`config.mk`:
```
export PLATFORM = sky130hd
export DESIGN_NAME = rv_trace_encoder_flat
export DESIGN_NICKNAME = d
export VERILOG_FILES = /design/src/rtl/rv_trace_encoder_if.sv /design/src/rtl/rv_trace_encoder.sv /design/src/flat_wrapper.sv
export SDC_FILE = /design/constraint.sdc
export NUM_CORES = 2
export LEC_CHECK = 0
export ABC_AREA = 1
export CORE_MARGIN = 2
export CORE_UTILIZATION = 35
export DETAILED_ROUTE_END_ITERATION = 6
export SLEW_MARGIN = 40
export SYNTH_ARGS = -nofsm -noshare
export SYNTH_HDL_FRONTEND = slang
export SYNTH_SLANG_ARGS = --single-unit
```
`constraint.sdc`:
```
create_clock -name clk_i -period 11.35 [get_ports clk_i]
set_input_delay 2.27 -clock clk_i [delete_from_list [all_inputs] [get_ports clk_i]]
set_output_delay 2.27 -clock clk_i [all_outputs]
set_load 0.02 [all_outputs]
```
`src/rtl/rv_trace_encoder_if.sv`:
```
// Byte-stream link from the trace encoder to a UART or debug transport.
interface rv_trace_encoder_if;
  logic [7:0] tx_data_o;
  logic       tx_valid_o;
  logic       tx_ready_i;

  modport master (output tx_data_o, output tx_valid_o, input tx_ready_i);
  modport slave  (input tx_data_o, input tx_valid_o, output tx_ready_i);
endinterface

```
`src/rtl/rv_trace_encoder.sv`:
```
// Commit-trace encoder: buffers retirement records in a FIFO and serializes each
// into a variable-length little-endian byte stream, with CPI/drop counters.
module rv_trace_encoder #(
  parameter int unsigned FifoDepth = 8,
  parameter int unsigned XLEN      = 32
) (
  input  logic              clk_i,
  input  logic              rst_i,
  input  logic              update_i,
  input  logic [XLEN-1:0]   pc_i,
  input  logic [XLEN-1:0]   instr_i,
  input  logic [4:0]        reg_addr_i,
  input  logic [XLEN-1:0]   reg_data_i,
  input  logic [XLEN-1:0]   mem_addr_i,
  input  logic [XLEN-1:0]   mem_data_i,
  input  logic              mem_wrt_i,
  input  logic              mem_read_i,
  rv_trace_encoder_if.master tx,
  output logic [31:0]       instr_cnt_o,
  output logic [31:0]       cycle_cnt_o,
  output logic [15:0]       drop_cnt_o,
  output logic              busy_o
);

  localparam int unsigned PtrW         = $clog2(FifoDepth);
  localparam int unsigned CntW         = PtrW + 1;
  localparam logic [6:0]  OpcodeBranch = 7'b1100011;

  typedef enum logic [2:0] {
    StIdle, StHdr, StPc, StInstr, StRd, StMaddr, StMdata
  } state_e;

  typedef struct packed {
    logic            lost;
    logic            c;
    logic            rd;
    logic            ld;
    logic            st;
    logic [4:0]      reg_addr;
    logic [XLEN-1:0] pc;
    logic [XLEN-1:0] instr;
    logic [XLEN-1:0] reg_data;
    logic [XLEN-1:0] mem_addr;
    logic [XLEN-1:0] mem_data;
  } rec_t;

  rec_t            fifo_q [FifoDepth];
  logic [CntW-1:0] wr_ptr_q, wr_ptr_d, rd_ptr_q, rd_ptr_d;
  state_e          state_q, state_d;
  logic [1:0]      idx_q, idx_d;
  logic            ra_q, ra_d;
  rec_t            hold_q, hold_d;
  logic            lost_q, lost_d;
  logic [7:0]      tx_data_q, tx_data_d;
  logic            tx_valid_q, tx_valid_d;
  logic [31:0]     instr_cnt_q, instr_cnt_d;
  logic [31:0]     cycle_cnt_q, cycle_cnt_d;
  logic [15:0]     drop_q, drop_d;
  logic            busy_q, busy_d;

  logic empty, full, push, pop, hs, rec_done;
  rec_t rec_in;

  // Byte presented for a given serializer position.
  function automatic logic [7:0] sel_byte(state_e s, logic [1:0] i, logic ra, rec_t r);
    logic [7:0] b;
    b = 8'h00;
    case (s)
      StHdr:   b = {3'b101, r.lost, r.c, r.rd, r.ld, r.st};
      StPc:    b = r.pc[{i, 3'b000} +: 8];
      StInstr: b = r.instr[{i, 3'b000} +: 8];
      StRd:    b = ra ? {3'b000, r.reg_addr} : r.reg_data[{i, 3'b000} +: 8];
      StMaddr: b = r.mem_addr[{i, 3'b000} +: 8];
      StMdata: b = r.mem_data[{i, 3'b000} +: 8];
      default: b = 8'h00;
    endcase
    return b;
  endfunction

  // Record capture and FIFO status.
  always_comb begin
    rec_in          = '0;
    rec_in.lost     = lost_q;
    rec_in.c        = (instr_i[1:0] != 2'b11);
    rec_in.rd       = (reg_addr_i != 5'd0) && !mem_wrt_i && (instr_i[6:0] != OpcodeBranch);
    rec_in.ld       = mem_read_i && !mem_wrt_i;
    rec_in.st       = mem_wrt_i;
    rec_in.reg_addr = reg_addr_i;
    rec_in.pc       = pc_i;
    rec_in.instr    = instr_i;
    rec_in.reg_data = reg_data_i;
    rec_in.mem_addr = mem_addr_i;
    rec_in.mem_data = mem_data_i;
    empty = (wr_ptr_q == rd_ptr_q);
    full  = (wr_ptr_q[PtrW] != rd_ptr_q[PtrW]) &&
            (wr_ptr_q[PtrW-1:0] == rd_ptr_q[PtrW-1:0]);
  end

  // Serializer next state; idle is treated as a finished record so both pop the same way.
  always_comb begin
    state_d  = state_q;
    idx_d    = idx_q;
    ra_d     = ra_q;
    hold_d   = hold_q;
    pop      = 1'b0;
    rec_done = 1'b0;
    hs       = tx_valid_q && tx.tx_ready_i;
    case (state_q)
      StIdle: rec_done = 1'b1;
      StHdr: if (hs) begin
        state_d = StPc;
        idx_d   = 2'd0;
      end
      StPc: if (hs) begin
        if (idx_q == 2'd3) begin
          state_d = StInstr;
          idx_d   = 2'd0;
        end else idx_d = idx_q + 2'd1;
      end
      StInstr: if (hs) begin
        if (idx_q == (hold_q.c ? 2'd1 : 2'd3)) begin
          idx_d = 2'd0;
          if (hold_q.rd) begin
            state_d = StRd;
            ra_d    = 1'b1;
          end else if (hold_q.ld || hold_q.st) state_d = StMaddr;
          else rec_done = 1'b1;
        end else idx_d = idx_q + 2'd1;
      end
      StRd: if (hs) begin
        if (ra_q) ra_d = 1'b0;
        else if (idx_q == 2'd3) begin
          idx_d = 2'd0;
          if (hold_q.ld || hold_q.st) state_d = StMaddr;
          else rec_done = 1'b1;
        end else idx_d = idx_q + 2'd1;
      end
      StMaddr: if (hs) begin
        if (idx_q == 2'd3) begin
          idx_d = 2'd0;
          if (hold_q.st) state_d = StMdata;
          else rec_done = 1'b1;
        end else idx_d = idx_q + 2'd1;
      end
      StMdata: if (hs) begin
        if (idx_q == 2'd3) begin
          idx_d    = 2'd0;
          rec_done = 1'b1;
        end else idx_d = idx_q + 2'd1;
      end
      default: state_d = StIdle;
    endcase
    if (rec_done) begin
      if (!empty) begin
        state_d = StHdr;
        pop     = 1'b1;
        hold_d  = fifo_q[rd_ptr_q[PtrW-1:0]];
      end else state_d = StIdle;
    end
    tx_valid_d = (state_d != StIdle);
    tx_data_d  = sel_byte(state_d, idx_d, ra_d, hold_d);
  end

  // Push/drop accounting and counters; a pop frees a slot for a same-cycle push.
  always_comb begin
    push        = update_i && (!full || pop);
    wr_ptr_d    = wr_ptr_q + CntW'(push);
    rd_ptr_d    = rd_ptr_q + CntW'(pop);
    lost_d      = lost_q;
    drop_d      = drop_q;
    if (update_i) begin
      if (push) lost_d = 1'b0;
      else begin
        lost_d = 1'b1;
        if (drop_q != 16'hFFFF) drop_d = drop_q + 16'd1;
      end
    end
    instr_cnt_d = instr_cnt_q + 32'(update_i);
    cycle_cnt_d = cycle_cnt_q + 32'd1;
    busy_d      = (wr_ptr_d != rd_ptr_d) || (state_d != StIdle);
  end

  always_ff @(posedge clk_i) begin
    if (rst_i) begin
      wr_ptr_q    <= '0;
      rd_ptr_q    <= '0;
      state_q     <= StIdle;
      idx_q       <= 2'd0;
      ra_q        <= 1'b0;
      hold_q      <= '0;
      lost_q      <= 1'b0;
      tx_data_q   <= 8'h00;
      tx_valid_q  <= 1'b0;
      instr_cnt_q <= 32'd0;
      cycle_cnt_q <= 32'd0;
      drop_q      <= 16'd0;
      busy_q      <= 1'b0;
    end else begin
      wr_ptr_q    <= wr_ptr_d;
      rd_ptr_q    <= rd_ptr_d;
      state_q     <= state_d;
      idx_q       <= idx_d;
      ra_q        <= ra_d;
      hold_q      <= hold_d;
      lost_q      <= lost_d;
      tx_data_q   <= tx_data_d;
      tx_valid_q  <= tx_valid_d;
      instr_cnt_q <= instr_cnt_d;
      cycle_cnt_q <= cycle_cnt_d;
      drop_q      <= drop_d;
      busy_q      <= busy_d;
    end
  end

  always_ff @(posedge clk_i) begin
    if (push && !rst_i) fifo_q[wr_ptr_q[PtrW-1:0]] <= rec_in;
  end

  assign tx.tx_data_o  = tx_data_q;
  assign tx.tx_valid_o = tx_valid_q;
  assign instr_cnt_o   = instr_cnt_q;
  assign cycle_cnt_o   = cycle_cnt_q;
  assign drop_cnt_o    = drop_q;
  assign busy_o        = busy_q;

endmodule

```
`src/flat_wrapper.sv`:
```
// flat-port wrapper written by rule: the top's interface ports become plain ports
module rv_trace_encoder_flat 
#(
  parameter int unsigned FifoDepth = 8,
  parameter int unsigned XLEN      = 32
)
  (clk_i, rst_i, update_i, pc_i, instr_i, reg_addr_i, reg_data_i, mem_addr_i, mem_data_i, mem_wrt_i, mem_read_i, instr_cnt_o, cycle_cnt_o, drop_cnt_o, busy_o, tx_tx_data_o, tx_tx_valid_o, tx_tx_ready_i);
  rv_trace_encoder_if tx_i ();
  input  logic clk_i;
  input  logic rst_i;
  input  logic update_i;
  input  logic [XLEN-1:0] pc_i;
  input  logic [XLEN-1:0] instr_i;
  input  logic [4:0] reg_addr_i;
  input  logic [XLEN-1:0] reg_data_i;
  input  logic [XLEN-1:0] mem_addr_i;
  input  logic [XLEN-1:0] mem_data_i;
  input  logic mem_wrt_i;
  input  logic mem_read_i;
  output logic [31:0] instr_cnt_o;
  output logic [31:0] cycle_cnt_o;
  output logic [15:0] drop_cnt_o;
  output logic busy_o;
  output wire logic [$bits(tx_i.tx_data_o)-1:0] tx_tx_data_o;
  output wire logic [$bits(tx_i.tx_valid_o)-1:0] tx_tx_valid_o;
  input wire logic [$bits(tx_i.tx_ready_i)-1:0] tx_tx_ready_i;
  assign tx_tx_data_o = tx_i.tx_data_o;
  assign tx_tx_valid_o = tx_i.tx_valid_o;
  assign tx_i.tx_ready_i = tx_tx_ready_i;
  rv_trace_encoder #(.FifoDepth(FifoDepth), .XLEN(XLEN)) u_core (.clk_i(clk_i), .rst_i(rst_i), .update_i(update_i), .pc_i(pc_i), .instr_i(instr_i), .reg_addr_i(reg_addr_i), .reg_data_i(reg_data_i), .mem_addr_i(mem_addr_i), .mem_data_i(mem_data_i), .mem_wrt_i(mem_wrt_i), .mem_read_i(mem_read_i), .tx(tx_i), .instr_cnt_o(instr_cnt_o), .cycle_cnt_o(cycle_cnt_o), .drop_cnt_o(drop_cnt_o), .busy_o(busy_o));
endmodule
```
==> results.txt <==
Status - complete, no violations
Worst path slowest cell - clkdlybuf4s50_1
CTS tree - yes
Max Fclk - 153 MHz
Initial antenna violation count - 34
Critical Path AT - 6.96 ns
Chip Width - 438 um
Post-synth cell types - 47
Tmin final - 6.53 ns
Worst r2r src - u_core.rd_ptr_q[1]
Placed cell area - 0.0709 sq mm
Sw Ratio - 33.5%
Total GRT Usage - 18.5%
Global-route wire length before repair - 271000 um
Layout cells sized above 1 - 5.98%
Synth cell count leaders - 1360 x edfxtp_1, 1093 x nand2_1, 747 x nor2_1
Reg clk slew, reported paths - 0.06 ns
Min-Delay Path Class - reg -> reg
WS Path Type - in -> reg
Setup TNS - 0 ns
Drt pass-1 iters - 6
Final instance area - 0.0766 sq mm
Most instantiated library cell after synthesis - edfxtp_1
Final Net Count - 6216
H-Tree Depth - 4
Mean Syn Cell Area - 11.2 sq um
Slew headroom - 35.9%
Worst-path cell chain - clkdlybuf4s50_1 > nand2_1 > nor2_1 > nand3_1 > nand2_1 > nand3_4 > nand2_4 > inv_4 > nand3_1 > nand2_1 > nor2_1 > nand2_1 > nor2_4 > buf_12 > buf_16
Syn nets - 6086
Top post-synthesis cells by area - edfxtp_1 62%, dfxtp_1 8.3%, nand2_1 6.2%
Core Rows - 159
Leakage - 0.0263 uW
Root Driver - clkbuf_16
# IOs - 261
Internal - 11300 uW
Critical Path Start Type - primary input
Synthesized instance count - 5904
Crit end category - flop
Placer Congestion - 0.905
Largest net degree at the start of global routing - 202
Most used DFF post-synth - edfxtp_1
Register share of total power - 41.5%
Clock Latency Late Sink - 0.82 ns
Vias/cell - 5.15
Register area share after synthesis - 70.2%
Clk sinks - 1635
Power share of the combinational group - 25.9%
Slew Limit Fails - 0
Core area - 0.188 sq mm
Total Die Area - 0.192 sq mm
Chip Height - 438 um
Switch Pwr - 5690 uW
Post-synth top area cell - edfxtp_1
Power per cell area - 222 mW/mm^2
Worst slew pin tran - 0.961 ns
Initial Util - 35.2%
Antenna viol nets, final - 0
Critical Path RT - 11.78 ns
Vias in the first global route - 42431
Max cap viols - 0
Setup repair bufs after CTS - 0
Cts hold-fix bufs - 0
Routed wire per std cell - 20.9 um
Yosys top cell area share - 61.9%
Clock skew - 0.0541 ns
Final setup vio count - 0
Final Cycle Share - 57.5%
Clk buf depth - 3
Post-synth EDFFs - 1360
Clk pwr share - 32.7%
Worst Setup SP - tx_tx_ready_i
HPWL Detailed - 108000 um
Cell mode on critical path - nand2_1
Hold Path Origin - u_core.cycle_cnt_o[0]
P&R area growth vs syn - 16.0%
Worst-case vdd ir drop - 0.000149 V
Buffers added on ports - 260
RSZ-0062 raised after global routing - false
Mapped cell area - 0.0660 sq mm
DRT Wirelength - 181000 um
TritonCTS buffer count - 172
Post-synthesis register bit count - 1635
Critical Path Max Stage Delay - 0.65 ns
Grt ovf - 0
Initial DRC Count - 4353
DRC - 0
YS warnings - 0
Final hold violations - 0
CP max FO - 68
Via count - 44689
Post-cts sizing count - 0
Layout Utilization - 40.8%
Async SR Flop Fraction - 0%
-- layout make-up --
type                    count  area, sq um
diodes                     14         35.0
clock buffers             230         4760
clock inverters            83          806
fillers                 17526       111000
inverters                 286         1100
multi-input cells        3607        17000
flip-flops and latches   1635        46400
well taps                2495         3120
repair buffers            332         3440
-- flip-flops by register name, summed over array words and instances, names as in the netlist, 2 cells and up --
signal and cells:
u_core.idx_q 2, u_core.wr_ptr_q 4, u_core.fifo_q 1360, u_core.tx.tx_data_o 8, u_core.rd_ptr_q 4, u_core.instr_cnt_o 32, u_core.drop_cnt_o 16, u_core.cycle_cnt_o 32
u_core.state_q 3, u_core.hold_q 170
-- cells in the final DEF (no fill, tap or decap), drive strengths merged, types with 20 or more instances in the layout --
cell / count
edfxtp: 1360
nand2: 1099
nor2: 752
o21ai: 737
nand3: 454
inv: 293
dfxtp: 275
clkdlybuf4s50: 259
clkbuf: 231
a21oi: 126
o22ai: 112
o221ai: 92
buf: 72
nand4: 60
clkinv: 59
nor3: 41
a32o: 20
-- critical path, delay by kind of cell --
family	cells	cell delay, ns
simple gates	11	2.75
buf+inv	4	1.62
-- stage by stage --
step | hold WS, ns | setup slack [ns] | power, uW | cells
floorplan | 0.445 | 0.115 | 10100 | 5904
global placement | 0.447 | 4.06 | 11500 | 8346
detailed placement | 0.457 | 4.13 | 11500 | 8353
CTS | 0.471 | 4.98 | 17100 | 8666
global route | 0.485 | 4.71 | 17900 | 8675
finish | 0.466 | 4.82 | 17000 | 8682
-- power groups by stage --
stage | registers (uW) | logic, uW | clock network, uW
2_1_floorplan | 7100 | 2950 | 0
3_3_place_gp | 7160 | 4290 | 0
3_5_place_dp | 7170 | 4360 | 0
4_1_cts | 7040 | 4380 | 5660
5_1_grt | 7070 | 4900 | 5880
6_report | 7050 | 4400 | 5550
-- logic make-up after synthesis --
kind of cell | count (synthesis) | synth area share [%]
simple gates | 2432 | 15.2
flops | 1635 | 70.2
compound gates | 1121 | 9.53
buf+inv | 662 | 4.22
xor+xnor | 25 | 0.332
mux | 18 | 0.273
fa+ha+maj | 11 | 0.209
-- metal layers --
layer | vias up | track usage [%] | share of wire (%)
met1 | 21991 | 24.5 | 43
li1 | 21119 | - | -
met3 | 281 | 3.30 | 5.7
met5 | - | 0 | 0.065
met4 | 18 | 5.95 | 2.9
met2 | 1280 | 30.6 | 49
-- path summary, 6_finish.rpt --
check | to | slack (ns) | depth (start not counted)
worst max register to register | u_core.tx.tx_data_o[4] | 6.43 | 13
worst max-delay path | u_core.fifo_q[7][23] | 4.82 | 15
worst min register to register | u_core.cycle_cnt_o[0] | 0.47 | 1
worst min-delay path | u_core.cycle_cnt_o[0] | 0.47 | 1
(Power assumes the default switching activity.)
